--- src/rtl/fetch_prefetch_queue_pkg.sv ---
// Shared fetch-path definitions: PC/instruction widths, the fetch FSM
// state type and the PC alignment helper.
package fetch_prefetch_queue_pkg;

    localparam int PC_W    = 15;
    localparam int INSTR_W = 32;
    localparam int PC_STEP = 4;
    localparam int ENTRY_W = PC_W + INSTR_W;

    localparam logic [PC_W-1:0] PC_ALIGN_MASK = ~PC_W'(PC_STEP - 1);

    typedef enum logic {
        BOOT = 1'b0,
        RUN  = 1'b1
    } fetch_state_e;

    function automatic logic [PC_W-1:0] align_pc(input logic [PC_W-1:0] pc);
        return pc & PC_ALIGN_MASK;
    endfunction

endpackage

--- src/rtl/fetch_prefetch_queue_sync_fifo.sv ---
// Synchronous FIFO with push/pop/clear and an occupancy count; DEPTH must be
// a power of two so the pointers wrap naturally.
module fetch_prefetch_queue_sync_fifo #(
    parameter int WIDTH = 47,
    parameter int DEPTH = 4
) (
    input  logic                         clk,
    input  logic                         reset,
    input  logic                         clear,
    input  logic                         push,
    input  logic [WIDTH-1:0]             push_data,
    input  logic                         pop,
    output logic [WIDTH-1:0]             head_data,
    output logic [$clog2(DEPTH+1)-1:0]   count
);

    localparam int PTR_W = $clog2(DEPTH);
    localparam int CNT_W = $clog2(DEPTH+1);

    logic [WIDTH-1:0] mem_q [DEPTH];
    logic [WIDTH-1:0] mem_d [DEPTH];
    logic [PTR_W-1:0] rd_ptr_q, rd_ptr_d;
    logic [PTR_W-1:0] wr_ptr_q, wr_ptr_d;
    logic [CNT_W-1:0] count_q, count_d;
    logic             full;
    logic             do_push;
    logic             do_pop;

    always_comb begin
        full     = (count_q == CNT_W'(DEPTH));
        do_push  = push && !clear && !full;
        do_pop   = pop && !clear && (count_q != '0);
        mem_d    = mem_q;
        rd_ptr_d = rd_ptr_q;
        wr_ptr_d = wr_ptr_q;
        count_d  = count_q;
        if (clear) begin
            rd_ptr_d = '0;
            wr_ptr_d = '0;
            count_d  = '0;
        end else begin
            if (do_push) begin
                mem_d[wr_ptr_q] = push_data;
                wr_ptr_d        = wr_ptr_q + PTR_W'(1);
            end
            if (do_pop) begin
                rd_ptr_d = rd_ptr_q + PTR_W'(1);
            end
            case ({do_push, do_pop})
                2'b10:   count_d = count_q + CNT_W'(1);
                2'b01:   count_d = count_q - CNT_W'(1);
                default: count_d = count_q;
            endcase
        end
    end

    // Storage carries no reset; only the pointers and count define validity.
    always_ff @(posedge clk) begin
        if (reset) begin
            rd_ptr_q <= '0;
            wr_ptr_q <= '0;
            count_q  <= '0;
        end else begin
            rd_ptr_q <= rd_ptr_d;
            wr_ptr_q <= wr_ptr_d;
            count_q  <= count_d;
        end
        mem_q <= mem_d;
    end

    assign head_data = mem_q[rd_ptr_q];
    assign count     = count_q;

    a_no_overflow: assert property (@(posedge clk) disable iff (reset)
        !(push && !clear && full));

endmodule

--- src/rtl/fetch_prefetch_queue.sv ---
// Instruction prefetch queue: issues sequential word fetches ahead of IF,
// buffers tagged responses in order and discards wrong-path returns after a redirect.
module fetch_prefetch_queue
    import fetch_prefetch_queue_pkg::*;
#(
    parameter int              DEPTH           = 4,
    parameter int              MAX_OUTSTANDING = 4,
    parameter logic [PC_W-1:0] RESET_PC        = 15'h0000
) (
    input  logic               clk,
    input  logic               reset,
    input  logic               redirect_valid,
    input  logic [PC_W-1:0]    redirect_pc,
    output logic               imem_req_valid,
    input  logic               imem_req_ready,
    output logic [PC_W-1:0]    imem_req_addr,
    input  logic               imem_resp_valid,
    input  logic [INSTR_W-1:0] imem_resp_data,
    output logic               if_valid,
    input  logic               if_ready,
    output logic [PC_W-1:0]    if_pc,
    output logic [INSTR_W-1:0] if_instr
);

    localparam int CNT_W = $clog2(DEPTH+1);
    localparam int INF_W = $clog2(MAX_OUTSTANDING+1);
    localparam int OCC_W = ((CNT_W > INF_W) ? CNT_W : INF_W) + 1;

    fetch_state_e       state_q, state_d;
    logic [PC_W-1:0]    fetch_pc_q, fetch_pc_d;
    logic [PC_W-1:0]    resp_pc_q, resp_pc_d;
    logic [INF_W-1:0]   inflight_q, inflight_d;
    logic [INF_W-1:0]   drop_cnt_q, drop_cnt_d;
    logic [INF_W-1:0]   inflight_after_resp;
    logic [CNT_W-1:0]   fifo_count;
    logic [OCC_W-1:0]   occupancy;
    logic [ENTRY_W-1:0] head_entry;
    logic               req_fire;
    logic               resp_drop;
    logic               fifo_push;
    logic               fifo_pop;

    // Credit check counts buffered entries plus live (non-dropped) requests,
    // so every live response is guaranteed a FIFO slot.
    always_comb begin
        occupancy      = OCC_W'(fifo_count) + OCC_W'(inflight_q - drop_cnt_q);
        imem_req_valid = (state_q == RUN) && !redirect_valid
                         && (inflight_q < INF_W'(MAX_OUTSTANDING))
                         && (occupancy < OCC_W'(DEPTH));
        imem_req_addr  = fetch_pc_q;
        req_fire       = imem_req_valid && imem_req_ready;
        resp_drop      = imem_resp_valid && (drop_cnt_q != '0);
        fifo_push      = imem_resp_valid && !resp_drop && !redirect_valid;
        if_valid       = (fifo_count != '0);
        fifo_pop       = if_valid && if_ready && !redirect_valid;
        if_pc          = head_entry[ENTRY_W-1:INSTR_W];
        if_instr       = head_entry[INSTR_W-1:0];
    end

    always_comb begin
        case (state_q)
            BOOT:    state_d = RUN;
            RUN:     state_d = RUN;
            default: state_d = BOOT;
        endcase
    end

    // A redirect turns every request still pending after this cycle's
    // response into a drop, and restarts both PCs at the aligned target.
    always_comb begin
        inflight_after_resp = inflight_q - INF_W'(imem_resp_valid);
        inflight_d          = inflight_after_resp + INF_W'(req_fire);
        fetch_pc_d          = fetch_pc_q;
        resp_pc_d           = resp_pc_q;
        drop_cnt_d          = drop_cnt_q;
        if (redirect_valid) begin
            fetch_pc_d = align_pc(redirect_pc);
            resp_pc_d  = align_pc(redirect_pc);
            drop_cnt_d = inflight_after_resp;
        end else begin
            if (req_fire) begin
                fetch_pc_d = fetch_pc_q + PC_W'(PC_STEP);
            end
            if (resp_drop) begin
                drop_cnt_d = drop_cnt_q - INF_W'(1);
            end
            if (fifo_push) begin
                resp_pc_d = resp_pc_q + PC_W'(PC_STEP);
            end
        end
    end

    always_ff @(posedge clk) begin
        if (reset) begin
            state_q    <= BOOT;
            fetch_pc_q <= RESET_PC;
            resp_pc_q  <= RESET_PC;
            inflight_q <= '0;
            drop_cnt_q <= '0;
        end else begin
            state_q    <= state_d;
            fetch_pc_q <= fetch_pc_d;
            resp_pc_q  <= resp_pc_d;
            inflight_q <= inflight_d;
            drop_cnt_q <= drop_cnt_d;
        end
    end

    fetch_prefetch_queue_sync_fifo #(
        .WIDTH (ENTRY_W),
        .DEPTH (DEPTH)
    ) u_fifo (
        .clk       (clk),
        .reset     (reset),
        .clear     (redirect_valid),
        .push      (fifo_push),
        .push_data ({resp_pc_q, imem_resp_data}),
        .pop       (fifo_pop),
        .head_data (head_entry),
        .count     (fifo_count)
    );

    a_counter_order: assert property (@(posedge clk) disable iff (reset)
        (drop_cnt_q <= inflight_q) && (inflight_q <= INF_W'(MAX_OUTSTANDING)));

    a_resp_tracked: assert property (@(posedge clk) disable iff (reset)
        imem_resp_valid |-> (inflight_q != '0));

endmodule

--- config.mk ---
export PLATFORM = sky130hd
export DESIGN_NAME = fetch_prefetch_queue
export DESIGN_NICKNAME = d
export VERILOG_FILES = /design/src/rtl/fetch_prefetch_queue_pkg.sv /design/src/rtl/fetch_prefetch_queue_sync_fifo.sv /design/src/rtl/fetch_prefetch_queue.sv
export SDC_FILE = /design/constraint.sdc
export NUM_CORES = 1
export LEC_CHECK = 0
export ABC_AREA = 1
export ABC_CLOCK_PERIOD_IN_PS = 5400
export CORE_AREA = 2 2 135 137
export DETAILED_ROUTE_END_ITERATION = 12
export DIE_AREA = 0 0 137 139
export GPL_ROUTABILITY_DRIVEN = 0
export PLACE_DENSITY = 0.89
export SETUP_SLACK_MARGIN = 0.02
export SLEW_MARGIN = 10
export SYNTH_ARGS = -nofsm -noshare
export SYNTH_HDL_FRONTEND = slang
export SYNTH_HIERARCHICAL = 1
export SYNTH_SLANG_ARGS = --single-unit
--- constraint.sdc ---
create_clock -name clk -period 5.4 [get_ports clk]
set_input_delay 1.62 -clock clk [delete_from_list [all_inputs] [get_ports clk]]
set_output_delay 1.62 -clock clk [all_outputs]
set_load 0.05 [all_outputs]
# == After elaboration in Yosys (flattened, before gate mapping) ==
# Cells that the tools add are included.
# word_totals
ff_bits,232
input_bits,53
output_inout_bits,64
wordCells,75
# op_classes
add_sub_neg,11
magnitude_cmp,5
n_eq_ne,3
muxes,14
bitwise,3
n_reduce_logical,25
# op_table
op,count
bitwise mux 188 bit,1
two-way mux 47 bit,3
binary-select mux 47 bit (select 2 bit),1
demux 47 bit (select 2 bit),1
two-way mux 15 bit,4
"adder 15 x 3 -> 15 bit, second input constant",2
logical AND 1 bit,14
nonzero test 2 bit,4
"greater-or-equal comparator 3 bit, second input constant",2
two-way mux 3 bit,2
NOT 2 -> 3 bit,2
one-hot mux 3 bit (2 select lines),1
nonzero test 3 bit,2
"subtractor 3 x 1 -> 3 bit, second input constant",2
"adder 2 x 1 -> 2 bit, second input constant",2
adder 3 x 4 -> 4 bit,1
"< comparator 4 x 3 -> 1 bit, second input constant",1
subtractor 3 x 3 -> 4 bit,1
adder 3 x 1 -> 3 bit,1
"adder 3 x 1 -> 3 bit, second input constant",1
"== test 3 bit, second input constant",1
zero test 1 bit,3
"< comparator 3 x 1 -> 1 bit, second input constant",1
"< comparator 3 bit, second input constant",1
7 further kinds,7

# == Depth between registers and ports, before layout ==
# depth
word_depth,9
depth_mapped,19
mapped_depth_nobuf,16

# == Hierarchy ==
# Netlist, hierarchy kept.
# modules_own_cells
module,n_inst,cells_each,area_per_inst_um2,seq_area_each_um2
fetch_prefetch_queue_sync_fifo,1,523,7369.6,5785.5
fetch_prefetch_queue,1,332,2254.7,660.6

# == Least setup slack after synthesis ==
# Ideal clock, no wire load.
# synth_path
path_kind,input port to flip-flop
from,input imem_resp_valid
to,"register u_fifo/mem_q[0] (netlist name), enable pin"
setup_time_ns,0.452
arrival_ns,4.354
required_ns,4.948
slack_ns,0.594
stages,6
n_path_buf,0
path_cell_list,nand3_1 > nor2_2 > inv_1 > nor2_1 > nand2_1 > nor2_1
# synth_between
elab_chain_cells,7
# synth_rtl
item,line,text
from (decl),fetch_prefetch_queue.sv:17,"input logic imem_resp_valid,"
logical AND 1 bit,fetch_prefetch_queue.sv:52,resp_drop = imem_resp_valid && (drop_cnt_q != '0);
zero test 1 bit,fetch_prefetch_queue.sv:53,fifo_push = imem_resp_valid && !resp_drop && !redirect_valid;
logical AND 1 bit (*) (2 in a row),fetch_prefetch_queue.sv:53,
via fifo_push,fetch_prefetch_queue.sv:40,logic fifo_push;
logical AND 1 bit (*) (2 in a row),fetch_prefetch_queue_sync_fifo.sv:31,do_push = push && !clear && !full;
AND reduction 2 bit (no source line) (*),-,
to (signal assigned),fetch_prefetch_queue_sync_fifo.sv:68,mem_q <= mem_d;
to (decl),fetch_prefetch_queue_sync_fifo.sv:20,logic [WIDTH-1:0] mem_q [DEPTH];
# Mark *: on every way through the listed nets, which the timed path passes. The rest lies on a longest branch.
# A chain may end at the register's enable or synchronous reset.

# == Worst setup path in the final report ==
# layout_path
from,register u_fifo.rd_ptr_q[0]
to,output if_pc[4]
# layout_between
elab_chain_cells,4
# layout_rtl
item,line,text
from (decl),fetch_prefetch_queue_sync_fifo.sv:22,"logic [PTR_W-1:0] rd_ptr_q, rd_ptr_d;"
from (signal assigned),fetch_prefetch_queue_sync_fifo.sv:64,rd_ptr_q <= rd_ptr_d;
NOT 2 -> 3 bit (not written as such),fetch_prefetch_queue_sync_fifo.sv:71,assign head_data = mem_q[rd_ptr_q];
binary-select mux 47 bit (select 2 bit),fetch_prefetch_queue_sync_fifo.sv:71,
two-way mux 47 bit (not written as such) (2 in a row),fetch_prefetch_queue_sync_fifo.sv:71,
to (decl),fetch_prefetch_queue.sv:21,"output logic [PC_W-1:0] if_pc,"
# Every way passes these cells. The select of a mux whose other input is x is not followed.

==> impl_metrics.env <==
export IMPL_first_pass_iters=5
export IMPL_rsz0062_at_grt="no"
export IMPL_cts_made_buffers=23
export IMPL_drv_cap=0
export IMPL_cts_tree="yes"
export IMPL_design_area_um2=11800
export IMPL_antenna_found_initial=0
export IMPL_final_common_cell="edfxtp_1"
export IMPL_drt_first_iter_violations=560
export IMPL_grt_pass1_wl_mm=33.4
export IMPL_cts_resized=0
export IMPL_wl_per_cell_um=17.4
export IMPL_timing_setup_tns_ns=0
export IMPL_fin_ws_ns=0.682
export IMPL_status="complete, no violations"
export IMPL_vias=6794
export IMPL_hold_viol=0
export IMPL_multi_input_area_um2=2760
export IMPL_final_cell_mix="edfxtp_1 (188), nor2_1 (121), clkdlybuf4s50_1 (111), o21ai_0 (106), nand2_1 (91)"
export IMPL_dp_final_hpwl_mm=12.6
export IMPL_core_area_um2=17700
export IMPL_period_share_pct=87.4
export IMPL_fill_cells=1251
export IMPL_hold_path_depth=2
export IMPL_synth_cell_types=39
export IMPL_reg2reg_slack_ns=2.44
export IMPL_dp_slack_ns=0.888
export IMPL_syn_area_um2=9620
export IMPL_grt_overflow_total=0
export IMPL_route_detailed_drc=0
export IMPL_cts_buffer_depth=3
export IMPL_worstPathArrival_ns=3.10
export IMPL_vias_per_cell=5.58
export IMPL_crit_slowest_cell="clkdlybuf4s50_1"
export IMPL_fp_row_count=49
export IMPL_drv_slew=0
export IMPL_worstSetupPathType="reg -> out"
export IMPL_synth_area_per_cell_um2=11.3
export IMPL_syn_inst=855
export IMPL_hold_start="u_fifo/wr_ptr_q[0]"
export IMPL_area_delta_synth_final_pct=22.3
export IMPL_leakage_uw=0.00422
export IMPL_die_w_um=137
export IMPL_required_ns=3.78
export IMPL_antenna_left=0
export IMPL_cp_max_fo=95
export IMPL_clk_pin_slew_ns=0.06
export IMPL_grt_pass1_vias=6735
export IMPL_postCtsHoldBufs=0
export IMPL_seq_area_frac_synth_pct=67.0
export IMPL_drive_above_1_share_pct=9.10
export IMPL_hold_end="u_fifo/wr_ptr_q[0]"
export IMPL_worst_setup_path_end_kind="primary output"
export IMPL_ff2ff_path_depth=9
export IMPL_cts_setup_buffers=0
export IMPL_max_slew_margin_rel_pct=37.0
export IMPL_insertion_delay_ns=0.51
export IMPL_synth_top_cell_area_share_pct=58.7
export IMPL_setup_viol=0
export IMPL_synth_seq_cells=228
export IMPL_htreeDepth=1
export IMPL_start_util_pct=54.5
export IMPL_die_y_um=139
export IMPL_cts_sinks=228
export IMPL_nets=1045
export IMPL_fmax_mhz=212
export IMPL_dieArea_um2=19000
export IMPL_grt_max_degree=96
export IMPL_cp_start_kind="flop"
export IMPL_critical_path_max_stage_delay_ns=0.87
export IMPL_worstHoldPathType="reg -> reg"
export IMPL_worstPathCellList="buf_4 > o21ai_0 > o22ai_1 > clkdlybuf4s50_1"
export IMPL_vdd_ir_drop_max_v=0.000196
export IMPL_routed_wl_mm=21.2
export IMPL_port_buffers=112
export IMPL_r2r_start="drop_cnt_q[0]"
export IMPL_powerDensity_nw_per_um2=338
export IMPL_synthTopCellsByArea="edfxtp_1 (59%), dfxtp_1 (8.3%), o21ai_0 (5.5%)"
export IMPL_yosysWarnings=6
export IMPL_timing_rr_end="u_fifo/mem_q[104]"
export IMPL_regArea_um2=6450
export IMPL_fin_worst_skew_ns=0.0168
export IMPL_dpl_cell_area_um2=11000
export IMPL_diodes=0
export IMPL_ios=117
export IMPL_yosys_area_top_type="edfxtp_1"
export IMPL_track_usage_pct=22.0
export IMPL_min_period_ns=4.72
export IMPL_tightest_slew_ns=0.945
export IMPL_cts_root_buf="clkbuf_16"
export IMPL_critical_path_startpoint="u_fifo/rd_ptr_q[0]"
[critical path: cells and delay by family (launching register included)]
kind                   cells  cell delay, ns
flip-flops                 1            0.34
AO/OA/AOI/OAI              2            0.64
buffers and inverters      2            1.59
[synth_stat cells]
library cell,count
edfxtp_1,188
nor2_1,125
o21ai_0,106
nand2_1,91
inv_1,54
o22ai_1,47
nand3_1,44
dfxtp_1,40
a21oi_1,31
clkbuf_1,18
ha_1,16
buf_2,11
a21oi_2,8
nand2_2,8
o21ai_1,8
inv_2,7
a31oi_1,6
buf_4,5
nand4_1,5
buf_6,4
xor2_1,4
clkbuf_2,3
fa_1,3
nor2_4,3
xnor2_1,3
a21o_1,2
clkinv_1,2
nor2_2,2
a221oi_1,1
and2_1,1
buf_1,1
buf_8,1
clkinv_2,1
conb_1,1
nand2_4,1
nand3_4,1
nor3_1,1
nor3_4,1
or2_2,1
[registers in the layout, summed over array words and instances (netlist names)]
| name | cells |
|---|---|
| drop_cnt_q | 3 |
| imem_req_addr | 13 |
| inflight_q | 3 |
| resp_pc_q | 13 |
| state_q | 1 |
| u_fifo/count | 3 |
| u_fifo/mem_q | 188 |
| u_fifo/rd_ptr_q | 2 |
| u_fifo/wr_ptr_q | 2 |
[per-layer routing]
metal  share of wire [%]  GRT usage [%]  vias up
li1                    -              -     3248
met1                  40           28.6     3228
met2                  50           37.6      279
met3                 8.2           4.28       39
met4                 1.7           5.86        0
met5                   0              0        -
[cells by family (layout without fill, tap and decap cells)]
| kind of cell | after synthesis | after routing | synth area share [%] |
|---|---|---|---|
| fa+ha+maj | 19 | 19 | 2.70 |
| xor+xnor | 7 | 7 | 0.637 |
| compound gates | 209 | 209 | 12.0 |
| buf+inv | 107 | 232 | 4.99 |
| simple gates | 284 | 284 | 12.7 |
| flops | 228 | 228 | 67.0 |
| other cells | 1 | 10 | 0.0390 |
[worst max-delay path by stage]
stage | endpoint | cells after the start
after floorplan | u_fifo/mem_q[0] | 6
after global placement | u_fifo/mem_q[120] | 8
after detailed placement | u_fifo/mem_q[116] | 8
after CTS | if_pc[4] | 4
after global routing | if_pc[4] | 4
final | if_pc[4] | 4
[per-stage QoR]
stage	hold WS [ns]	util [%]	total power, uW	std cells
after floorplan	0.472	-	2240	864
after global placement	0.493	62.2	2350	1177
after detailed placement	0.508	62.2	2370	1177
after CTS	0.518	66.6	4000	1218
after global routing	0.559	66.6	4110	1218
final	0.522	66.6	3970	1218
[where the power goes]
part | internal [uW] | switching (uW) | leakage, uW
Sequential | 1940 | 36.3 | 0.00203
Combinational | 130 | 226 | 0.00180
Clock | 998 | 643 | 0.000386
[layout make-up]
cell class | count | area share, %
clock inverters | 15 | 1.53
well taps | 229 | 2.43
repair buffers | 127 | 10.6
flip-flops and latches | 228 | 54.8
inverters | 64 | 2.05
multi-input cells | 529 | 23.5
clock buffers | 26 | 5.16
(Power assumes the default switching activity.)
